`src/rtl/serial_subtractor_if.sv`:
```
// Request/result bundle for the bit-serial subtractor.
// The requester drives start/a/b and the subtractor returns busy/done/diff/borrow_out.
interface serial_subtractor_if #(
    parameter int unsigned WIDTH = 8
);
    logic             start;
    logic [WIDTH-1:0] a;
    logic [WIDTH-1:0] b;
    logic             busy;
    logic             done;
    logic [WIDTH-1:0] diff;
    logic             borrow_out;

    modport master (
        output start, a, b,
        input  busy, done, diff, borrow_out
    );

    modport slave (
        input  start, a, b,
        output busy, done, diff, borrow_out
    );
endinterface

```
`src/rtl/serial_subtractor.sv`:
```
// Bit-serial subtractor: one full-subtractor cell and a borrow flop, LSB first.
// Each operation is WIDTH RUN cycles followed by a one-cycle done pulse.
module serial_subtractor #(
    parameter int unsigned WIDTH = 8
) (
    input  logic                clk,
    input  logic                rst,
    serial_subtractor_if.slave  bus
);
    localparam int unsigned CW = $clog2(WIDTH + 1);

    localparam logic [1:0] IDLE = 2'd0;
    localparam logic [1:0] RUN  = 2'd1;
    localparam logic [1:0] DONE = 2'd2;

    logic [1:0]       state;
    logic [1:0]       state_next;
    logic [WIDTH-1:0] a_sh;
    logic [WIDTH-1:0] b_sh;
    logic [WIDTH-1:0] d_sh;
    logic             borrow;
    logic [CW-1:0]    cnt;
    logic [WIDTH-1:0] diff_q;
    logic             borrow_out_q;
    logic             busy_q;
    logic             done_q;
    logic             d_bit_c;
    logic             b_bit_c;
    logic             last_bit_c;

    // Full-subtractor cell on the current LSBs and the stored borrow.
    always_comb begin
        d_bit_c    = a_sh[0] ^ b_sh[0] ^ borrow;
        b_bit_c    = (~a_sh[0] & b_sh[0]) | (~(a_sh[0] ^ b_sh[0]) & borrow);
        last_bit_c = (cnt == CW'(WIDTH - 1));
    end

    always_comb begin
        state_next = state;
        case (state)
            IDLE:    if (bus.start) state_next = RUN;
            RUN:     if (last_bit_c) state_next = DONE;
            DONE:    state_next = IDLE;
            default: state_next = IDLE;
        endcase
    end

    always_ff @(posedge clk or posedge rst) begin
        if (rst) begin
            state <= IDLE;
        end else begin
            state <= state_next;
        end
    end

    // Status flags are decoded from the next state so they line up with the state register.
    always_ff @(posedge clk or posedge rst) begin
        if (rst) begin
            busy_q <= 1'b0;
            done_q <= 1'b0;
        end else begin
            busy_q <= (state_next == RUN);
            done_q <= (state_next == DONE);
        end
    end

    // Operand/result shifters; diff only updates when the final bit is produced.
    always_ff @(posedge clk or posedge rst) begin
        if (rst) begin
            a_sh         <= '0;
            b_sh         <= '0;
            d_sh         <= '0;
            borrow       <= 1'b0;
            cnt          <= '0;
            diff_q       <= '0;
            borrow_out_q <= 1'b0;
        end else begin
            case (state)
                IDLE: begin
                    if (bus.start) begin
                        a_sh   <= bus.a;
                        b_sh   <= bus.b;
                        borrow <= 1'b0;
                        cnt    <= '0;
                    end
                end
                RUN: begin
                    d_sh   <= {d_bit_c, d_sh[WIDTH-1:1]};
                    a_sh   <= {1'b0, a_sh[WIDTH-1:1]};
                    b_sh   <= {1'b0, b_sh[WIDTH-1:1]};
                    borrow <= b_bit_c;
                    cnt    <= cnt + CW'(1);
                    if (last_bit_c) begin
                        diff_q       <= {d_bit_c, d_sh[WIDTH-1:1]};
                        borrow_out_q <= b_bit_c;
                    end
                end
                default: ;
            endcase
        end
    end

    assign bus.busy       = busy_q;
    assign bus.done       = done_q;
    assign bus.diff       = diff_q;
    assign bus.borrow_out = borrow_out_q;
endmodule

```
`src/flat_wrapper.sv`:
```
// flat-port wrapper written by rule: the top's interface ports become plain ports
module serial_subtractor_flat 
#(
    parameter int unsigned WIDTH = 8
)
  (clk, rst, bus_start, bus_a, bus_b, bus_busy, bus_done, bus_diff, bus_borrow_out);
  serial_subtractor_if #(.WIDTH(WIDTH)) bus_i ();
  input  logic clk;
  input  logic rst;
  input wire logic [$bits(bus_i.start)-1:0] bus_start;
  input wire logic [$bits(bus_i.a)-1:0] bus_a;
  input wire logic [$bits(bus_i.b)-1:0] bus_b;
  output wire logic [$bits(bus_i.busy)-1:0] bus_busy;
  output wire logic [$bits(bus_i.done)-1:0] bus_done;
  output wire logic [$bits(bus_i.diff)-1:0] bus_diff;
  output wire logic [$bits(bus_i.borrow_out)-1:0] bus_borrow_out;
  assign bus_i.start = bus_start;
  assign bus_i.a = bus_a;
  assign bus_i.b = bus_b;
  assign bus_busy = bus_i.busy;
  assign bus_done = bus_i.done;
  assign bus_diff = bus_i.diff;
  assign bus_borrow_out = bus_i.borrow_out;
  serial_subtractor #(.WIDTH(WIDTH)) u_core (.clk(clk), .rst(rst), .bus(bus_i));
endmodule
```
`config.mk`:
```
export PLATFORM = sky130hd
export DESIGN_NAME = serial_subtractor_flat
export DESIGN_NICKNAME = d
export VERILOG_FILES = /design/src/rtl/serial_subtractor_if.sv /design/src/rtl/serial_subtractor.sv /design/src/flat_wrapper.sv
export SDC_FILE = /design/constraint.sdc
export NUM_CORES = 1
export LEC_CHECK = 0
export ABC_AREA = 1
export CORE_MARGIN = 2
export CORE_UTILIZATION = 49
export CTS_BUF_LIST = sky130_fd_sc_hd__clkbuf_4 sky130_fd_sc_hd__clkbuf_8
export DETAILED_ROUTE_END_ITERATION = 8
export PLACE_DENSITY = 0.79
export SLEW_MARGIN = 5
export SYNTH_ARGS = -nofsm -noshare
export SYNTH_HDL_FRONTEND = slang
export SYNTH_SLANG_ARGS = --single-unit
export TNS_END_PERCENT = 20
```
`constraint.sdc`:
```
create_clock -name clk -period 1.2 [get_ports clk]
set_clock_uncertainty 0.15 [all_clocks]
set_input_delay 0.18 -clock clk [delete_from_list [all_inputs] [get_ports clk]]
set_output_delay 0.18 -clock clk [all_outputs]
set_load 0.03 [all_outputs]
```
==> impl_metrics.prom, run 1 <==
# TYPE chip_impl_metric gauge
chip_impl_metric{name="ant_nets_after_route",unit=""} 0
chip_impl_metric{name="worst_skew_pair.late_latency",unit="ns"} 0.29
chip_impl_metric{name="post_drt_wl_per_cell",unit="um"} 12.9
chip_impl_metric{name="pre_repair_dr_iteration_count",unit=""} 4
chip_impl_info{name="tritoncts_clock_tree",value="yes"} 1
chip_impl_metric{name="ctsHtreeMaxLevel",unit=""} 2
chip_impl_metric{name="share_seq_of_total_power",unit="%"} 37.0
chip_impl_metric{name="clk_pin_slew_worst_paths",unit="ns"} 0.08
chip_impl_metric{name="post_route_cells_drive_above_1_share",unit="%"} 33.6
chip_impl_metric{name="max-cap-violations",unit=""} 0
chip_impl_metric{name="pin_count_of_the_biggest_net_entering_global_routing",unit=""} 23
chip_impl_info{name="violations_in_the_final_reports",value="setup timing"} 1
chip_impl_info{name="combinational_family_with_the_most_area_after_synthesis",value="simple AND/OR/NAND/NOR gates"} 1
chip_impl_metric{name="global_route_wire_length_before_repair",unit="um"} 6420
chip_impl_metric{name="worst_endpoint_required_time",unit="ns"} 1.23
chip_impl_metric{name="postCtsHoldBufs",unit=""} 0
chip_impl_metric{name="mappedNetlistNets",unit=""} 218
chip_impl_metric{name="timing_hold_violations_final",unit=""} 0
chip_impl_info{name="type_of_the_most_critical_hold_path",value="input port to async pin"} 1
chip_impl_metric{name="synthMuxAreaShare",unit="%"} 0
chip_impl_metric{name="p_sw",unit="mW"} 2.69
chip_impl_metric{name="area.sequential",unit="um2"} 1030
chip_impl_metric{name="post-route-min-period",unit="ns"} 1.37
chip_impl_metric{name="hpwl_dp",unit="um"} 2510
chip_impl_metric{name="cts_sinks",unit=""} 41
chip_impl_metric{name="rows",unit=""} 22
chip_impl_metric{name="syn_area_per_cell",unit="um2"} 9.31
chip_impl_metric{name="postSynthRegisterBits",unit=""} 41
chip_impl_metric{name="dieWidth",unit="um"} 65.2
chip_impl_metric{name="syn-instance-count",unit=""} 197
chip_impl_metric{name="fin_nets",unit=""} 270
chip_impl_metric{name="timing.critical_path.fanout_max",unit=""} 2
chip_impl_metric{name="placed_cells_incl_taps",unit=""} 285
chip_impl_metric{name="p_int",unit="mW"} 3.86
chip_impl_metric{name="areaGrowthSynthToFinish",unit="%"} 37.1
chip_impl_metric{name="multi_input_area",unit="um2"} 777
chip_impl_info{name="layout_commonest_cell",value="sky130_fd_sc_hd__nand2_1"} 1
chip_impl_metric{name="timing.fmax",unit="GHz"} 0.730
chip_impl_metric{name="final-instance-count-excl-fill",unit=""} 298
chip_impl_metric{name="finalMaxSlewViolations",unit=""} 0
chip_impl_metric{name="irDropWorstVdd",unit="mV"} 1.31
chip_impl_metric{name="buffer_ports.inserted",unit=""} 29
chip_impl_metric{name="design.core.area",unit="um2"} 3630
chip_impl_metric{name="route.detailed.drc",unit=""} 0
chip_impl_metric{name="finalWeightedCongestion",unit=""} 0.746
chip_impl_metric{name="clock_power_share",unit="%"} 13.5
chip_impl_metric{name="cts-buffers-inserted",unit=""} 5
chip_impl_info{name="cp-end-kind",value="flop"} 1
chip_impl_metric{name="relSlewSlack",unit="%"} 87.4
chip_impl_info{name="run_status",value="complete, but fails checks"} 1
chip_impl_metric{name="power_frac_comb",unit="%"} 49.4
chip_impl_metric{name="netlist_area",unit="um2"} 1830
chip_impl_metric{name="synth_adder_area_share",unit="%"} 1.77
chip_impl_metric{name="synthXorXnorAreaFrac",unit="%"} 0
chip_impl_info{name="mostFrequentLayoutCells",value="sky130_fd_sc_hd__nand2_1 (66), sky130_fd_sc_hd__dfrtp_1 (41), sky130_fd_sc_hd__nand3_1 (26)"} 1
chip_impl_metric{name="dieHeight",unit="um"} 65.2
chip_impl_metric{name="finalWorstSetupSlack",unit="ns"} -0.170
chip_impl_metric{name="synth.distinct_cells",unit=""} 22
chip_impl_metric{name="ios",unit=""} 30
chip_impl_metric{name="power_switching_share",unit="%"} 41.1
chip_impl_info{name="clock_tree_root_driver_cell",value="sky130_fd_sc_hd__clkbuf_8"} 1
chip_impl_info{name="worst-setup-path-type",value="flop to flop"} 1
chip_impl_metric{name="gr-usage-all-layers",unit="%"} 19.9
chip_impl_metric{name="first_global_vias",unit=""} 1350
chip_impl_metric{name="post-route-period-util",unit="%"} 114
chip_impl_metric{name="initial_core_util",unit="%"} 50.5
chip_impl_metric{name="worst_tran_pin_value",unit="ns"} 0.189
chip_impl_metric{name="cts_max_path_buffers",unit=""} 2
chip_impl_metric{name="vias",unit=""} 1510
chip_impl_metric{name="hold-worst-slack",unit="ns"} 0.142
chip_impl_metric{name="setup_viol_count_final",unit=""} 19
chip_impl_metric{name="globalRoute.totalOverflow",unit=""} 0
chip_impl_metric{name="layout.filler_cells",unit=""} 270
chip_impl_metric{name="total_leakage_power",unit="nW"} 1.28
chip_impl_metric{name="pwr_density_cell",unit="nW/um2"} 2610
chip_impl_metric{name="ys_seq_area_share",unit="%"} 55.9
chip_impl_metric{name="number_of_warnings_issued_by_yosys",unit=""} 0
chip_impl_metric{name="final_util",unit="%"} 69.2
chip_impl_metric{name="synth_compound_gate_area_share",unit="%"} 1.36
chip_impl_info{name="startpoint_type",value="flop"} 1
chip_impl_metric{name="synth_simple_gate_area_share",unit="%"} 35.5
chip_impl_metric{name="die-area",unit="um2"} 4250
chip_impl_metric{name="arrival_time_at_the_worst_endpoint",unit="ns"} 1.40
chip_impl_metric{name="antenna_found_initial",unit=""} 0
chip_impl_metric{name="totalWireLength",unit="um"} 3850
chip_impl_metric{name="dr.first_iter.drc_count",unit=""} 124
chip_impl_info{name="grt_setup_unrepaired",value="true"} 1
chip_impl_metric{name="antenna-diode-count",unit=""} 0
chip_impl_metric{name="vias_per_cell",unit=""} 5.07
==> metal layers <==
layer  GRT usage, %  share of wire [%]
met1           27.8                 46
met2           30.5                 49
met3           4.62                3.3
met4           7.03                1.5
met5              0                  0
==> kinds of logic after synthesis <==
logic type	Yosys count
and+or+nand+nor	133
adders and majority gates	2
DFF	41
AOI/OAI and AO/OA	5
buffers and inverters	16
==> final timing paths <==
path | cells after the start | slack, ns | from | endpoint
worst max-delay path | 4 | -0.17 | u_core.borrow$_DFFE_PP0P_ | u_core.bus.diff[7]$_DFFE_PP0P_
worst min-delay path | 3 | 0.14 | rst | u_core.bus.diff[0]$_DFFE_PP0P_
worst max register to register | 4 | -0.17 | u_core.borrow$_DFFE_PP0P_ | u_core.bus.diff[7]$_DFFE_PP0P_
worst min register to register | 2 | 0.33 | u_core.d_sh[4]$_DFFE_PP0P_ | u_core.bus.diff[3]$_DFFE_PP0P_
max in group asynchronous | 3 | 0.61 | rst | u_core.bus.done$_DFF_PP0_
min in group clk | 3 | 0.28 | bus_b[7] | u_core.b_sh[7]$_DFFE_PP0P_
==> stage by stage <==
step | cell area (um2) | TNS (ns) | power [mW] | setup WS, ns
3_5_place_dp | 2290 | -6.15 | 5.30 | -0.246
6_report | 2510 | -1.29 | 6.56 | -0.170
4_1_cts | 2400 | -1.47 | 6.27 | -0.165
3_3_place_gp | 2290 | -5.43 | 5.21 | -0.191
5_1_grt | 2510 | -3.24 | 7.05 | -0.221
2_1_floorplan | 1840 | -0.652 | 4.30 | -0.0973
==> power by group through the flow <==
stage	sequential, mW	clock [mW]	combinational [mW]
2_1_floorplan	2.63	0	1.67
6_report	2.43	0.887	3.24
4_1_cts	2.36	0.897	3.01
5_1_grt	2.50	0.964	3.58
3_5_place_dp	2.36	0	2.94
3_3_place_gp	2.35	0	2.86
==> state kept, by name (all words and copies together) (netlist names) <==
name,cells
u_core.a_sh,8
u_core.b_sh,8
u_core.bus.done,1
u_core.borrow,1
u_core.state,2
u_core.d_sh,7
u_core.bus.diff,8
u_core.bus.busy,1
u_core.bus.borrow_out,1
u_core.cnt,4
==> cells in the mapped netlist (all sizes together) <==
cell type	number	area (um2)
nand2	88	365
dfrtp	41	1030
nand3	37	235
buf	8	65.1
inv	8	35.0
nor2	7	43.8
o21ai	4	20.0
a21oi	1	5.00
fa	1	20.0
ha	1	12.5
nand4	1	6.26
==> what timing repair did <==
action,4_1_cts,5_1_grt
buffers inserted,0,4
gates cloned,1,0
setup endpoints to repair,24,42
pin swaps,5,5
resized for setup,5,26
==> worst max-delay path: stages, from the launching register on <==
cell and delay, ns:
sky130_fd_sc_hd__dfrtp_1 0.40, sky130_fd_sc_hd__fa_1 0.56, sky130_fd_sc_hd__nor2_1 0.04, sky130_fd_sc_hd__nand2_1 0.06, sky130_fd_sc_hd__nand2_1 0.04
==> final cells by class <==
type	instances	share of cell area, %
clock buffers	6	3.03
clock inverters	2	0.398
inverters	8	1.54
multi-input cells	141	30.9
flip-flops and latches	41	40.8
well taps	48	2.39
repair buffers	52	20.9
(Power assumes the default switching activity.)
==> run 2, diff against run 1 <==
--- a/config.mk
+++ b/config.mk
@@ -15,4 +15,4 @@
 export SYNTH_ARGS = -nofsm -noshare
 export SYNTH_HDL_FRONTEND = slang
 export SYNTH_SLANG_ARGS = --single-unit
-export TNS_END_PERCENT = 20
+export TNS_END_PERCENT = 50
==> run 2 against run 1 <==
The run still ends with setup timing left; count of clock-buffer cells in the layout did not move; sequential cell count did not move; first-iteration DRC count rose by 67%; global-route usage did not move; die area did not move; combinational power rose by 27%; cell area rose by 9.5%; critical path depth did not move; hold slack got worse by 0.00087 ns; sequential power rose by 3%; non-clock buffer count rose by 6.
==> impl_metrics.prom, run 2 (synthesized netlist as in run 1, its figures left out) <==
# TYPE chip_impl_metric gauge
chip_impl_metric{name="postCtsHoldBufs",unit=""} 0
chip_impl_metric{name="dieHeight",unit="um"} 65.2
chip_impl_info{name="crit-reg2reg-capture",value="u_core.bus.diff[7]$_DFFE_PP0P_"} 1
chip_impl_metric{name="ios",unit=""} 30
chip_impl_metric{name="ctsHtreeMaxLevel",unit=""} 2
chip_impl_metric{name="first_global_vias",unit=""} 1351
chip_impl_metric{name="fin_nets",unit=""} 276
chip_impl_metric{name="layout.filler_cells",unit=""} 216
chip_impl_metric{name="buffer_ports.inserted",unit=""} 29
chip_impl_metric{name="globalRoute.totalOverflow",unit=""} 0
chip_impl_metric{name="cts_sinks",unit=""} 41
chip_impl_info{name="violations_in_the_final_reports",value="setup timing"} 1
chip_impl_info{name="clock_tree_root_driver_cell",value="sky130_fd_sc_hd__clkbuf_8"} 1
chip_impl_metric{name="cts_max_path_buffers",unit=""} 2
chip_impl_metric{name="power_frac_comb",unit="%"} 54.8
chip_impl_info{name="critical_path.reg2reg.startpoint",value="u_core.borrow$_DFFE_PP0P_"} 1
chip_impl_info{name="worst-setup-path-type",value="flop to flop"} 1
chip_impl_metric{name="ff2ff_path_depth",unit=""} 4
chip_impl_metric{name="timing_hold_violations_final",unit=""} 0
chip_impl_metric{name="pre_repair_dr_iteration_count",unit=""} 4
chip_impl_metric{name="clk_pin_slew_worst_paths",unit="ns"} 0.08
chip_impl_metric{name="finalWorstSetupSlack",unit="ns"} -0.244
chip_impl_info{name="cp-end-kind",value="flop"} 1
chip_impl_info{name="mostFrequentLayoutCells",value="sky130_fd_sc_hd__nand2_1 (49), sky130_fd_sc_hd__dfrtp_1 (41), sky130_fd_sc_hd__nand2_2 (32)"} 1
chip_impl_metric{name="clock_power_share",unit="%"} 11.9
chip_impl_metric{name="timing.critical_path.fanout_max",unit=""} 2
chip_impl_metric{name="cts-buffers-inserted",unit=""} 5
chip_impl_metric{name="detail_route.wirelength.met1",unit="um"} 2060
chip_impl_metric{name="totalWireLength",unit="um"} 4850
chip_impl_info{name="run_status",value="complete, but fails checks"} 1
chip_impl_metric{name="vias",unit=""} 1612
chip_impl_metric{name="worst_endpoint_required_time",unit="ns"} 1.23
chip_impl_metric{name="hpwl_dp",unit="um"} 2510
chip_impl_metric{name="irDropWorstVdd",unit="mV"} 1.41
chip_impl_metric{name="post_route_cells_drive_above_1_share",unit="%"} 44.5
chip_impl_metric{name="power_switching_share",unit="%"} 42.1
chip_impl_metric{name="post-route-period-util",unit="%"} 120
chip_impl_metric{name="dieWidth",unit="um"} 65.2
chip_impl_metric{name="arrival_time_at_the_worst_endpoint",unit="ns"} 1.47
chip_impl_metric{name="total_leakage_power",unit="nW"} 1.37
chip_impl_metric{name="ant_nets_after_route",unit=""} 0
chip_impl_metric{name="met3RoutedLength",unit="um"} 313
chip_impl_metric{name="finalMaxSlewViolations",unit=""} 0
chip_impl_info{name="startpoint_type",value="flop"} 1
chip_impl_metric{name="area.sequential",unit="um2"} 1030
chip_impl_metric{name="die-area",unit="um2"} 4250
chip_impl_info{name="crit_start",value="u_core.borrow$_DFFE_PP0P_"} 1
chip_impl_info{name="worstSetupEndpoint",value="u_core.bus.diff[7]$_DFFE_PP0P_"} 1
chip_impl_info{name="type_of_the_most_critical_hold_path",value="input port to async pin"} 1
chip_impl_metric{name="hold-worst-slack",unit="ns"} 0.141
chip_impl_metric{name="dr.first_iter.drc_count",unit=""} 207
chip_impl_metric{name="antenna_found_initial",unit=""} 0
chip_impl_metric{name="vias_per_cell",unit=""} 5.30
chip_impl_metric{name="p_sw",unit="mW"} 3.16
chip_impl_metric{name="share_seq_of_total_power",unit="%"} 33.3
chip_impl_metric{name="total_power",unit="mW"} 7.51
chip_impl_metric{name="global_route_wire_length_before_repair",unit="um"} 6420
chip_impl_metric{name="regToRegSetupSlack",unit="ns"} -0.24
chip_impl_metric{name="worst_tran_pin_value",unit="ns"} 0.203
chip_impl_metric{name="setup_viol_count_final",unit=""} 40
chip_impl_metric{name="wl_met2",unit="um"} 2390
chip_impl_metric{name="max-cap-violations",unit=""} 0
chip_impl_metric{name="antenna-diode-count",unit=""} 0
chip_impl_metric{name="areaGrowthSynthToFinish",unit="%"} 50.1
chip_impl_metric{name="finalWeightedCongestion",unit=""} 0.746
chip_impl_metric{name="gr-usage-all-layers",unit="%"} 19.9
chip_impl_metric{name="post-route-min-period",unit="ns"} 1.44
chip_impl_info{name="grt_setup_unrepaired",value="true"} 1
chip_impl_metric{name="multi_input_area",unit="um2"} 883
chip_impl_metric{name="p_int",unit="mW"} 4.35
chip_impl_metric{name="rows",unit=""} 22
chip_impl_metric{name="post_drt_wl_per_cell",unit="um"} 16.0
chip_impl_metric{name="timing.fmax",unit="GHz"} 0.692
chip_impl_metric{name="design.core.area",unit="um2"} 3630
chip_impl_metric{name="initial_core_util",unit="%"} 50.5
chip_impl_metric{name="pwr_density_cell",unit="nW/um2"} 2730
chip_impl_metric{name="relSlewSlack",unit="%"} 86.4
chip_impl_metric{name="route.detailed.drc",unit=""} 0
chip_impl_metric{name="final_util",unit="%"} 75.8
chip_impl_info{name="tritoncts_clock_tree",value="yes"} 1
chip_impl_metric{name="pin_count_of_the_biggest_net_entering_global_routing",unit=""} 23
chip_impl_info{name="layout_commonest_cell",value="sky130_fd_sc_hd__nand2_1"} 1
chip_impl_info{name="maxUsedRoutingLayer",value="met4"} 1
chip_impl_metric{name="worst_skew_pair.late_latency",unit="ns"} 0.30
==> run 2: repair_timing <==
item / CTS / global route
setup endpoints to repair: 24 / 42
setup buffers: 0 / 7
pin swaps: 5 / 13
cloned: 1 / 3
gates resized for setup: 5 / 65
==> run 2: per-layer routing <==
layer | track usage, % | vias up
met4 | 7.03 | 0
met2 | 30.5 | 59
met1 | 27.8 | 798
met3 | 4.62 | 8
li1 | - | 747
met5 | 0 | -
==> run 2: how the worst min path moves through the flow <==
stage,cells past startpoint,end,slack (ns)
floorplan,1,u_core.a_sh[0]$_DFFE_PP0P_,0.02
global placement,2,u_core.bus.diff[3]$_DFFE_PP0P_,0.30
detailed placement,2,u_core.bus.diff[3]$_DFFE_PP0P_,0.31
CTS,3,u_core.b_sh[0]$_DFFE_PP0P_,0.14
global route,3,u_core.b_sh[0]$_DFFE_PP0P_,0.17
finish,3,u_core.b_sh[0]$_DFFE_PP0P_,0.14
==> run 2: metrics by stage <==
stage	std cells	instance area [um2]	worst slack [ns]	TNS, ns
after floorplan	197	1840	-0.0973	-0.652
after global routing	304	2750	-0.299	-5.72
after global placement	285	2290	-0.191	-5.43
after CTS	294	2400	-0.165	-1.47
final	304	2750	-0.244	-3.77
after detailed placement	285	2290	-0.246	-6.15
==> run 2: layout make-up <==
type	instances	area share (%)
flip-flops and latches	41	37.3
multi-input cells	141	32.1
repair buffers	58	23.6
clock buffers	6	2.77
well taps	48	2.18
inverters	8	1.68
clock inverters	2	0.364
==> run 2: power by group through the flow <==
stage / registers (mW) / clock network (mW) / logic [mW]
after floorplan: 2.63 / 0 / 1.67
after global placement: 2.35 / 0 / 2.86
after detailed placement: 2.36 / 0 / 2.94
after CTS: 2.36 / 0.897 / 3.01
after global routing: 2.57 / 0.963 / 4.42
final: 2.50 / 0.891 / 4.11
==> run 2: worst max-delay path, cell delays in order (launching register included) <==
cell and delay [ns]:
sky130_fd_sc_hd__dfrtp_1 0.42, sky130_fd_sc_hd__fa_1 0.58, sky130_fd_sc_hd__nor2_1 0.05, sky130_fd_sc_hd__nand2_1 0.07, sky130_fd_sc_hd__nand2_1 0.05
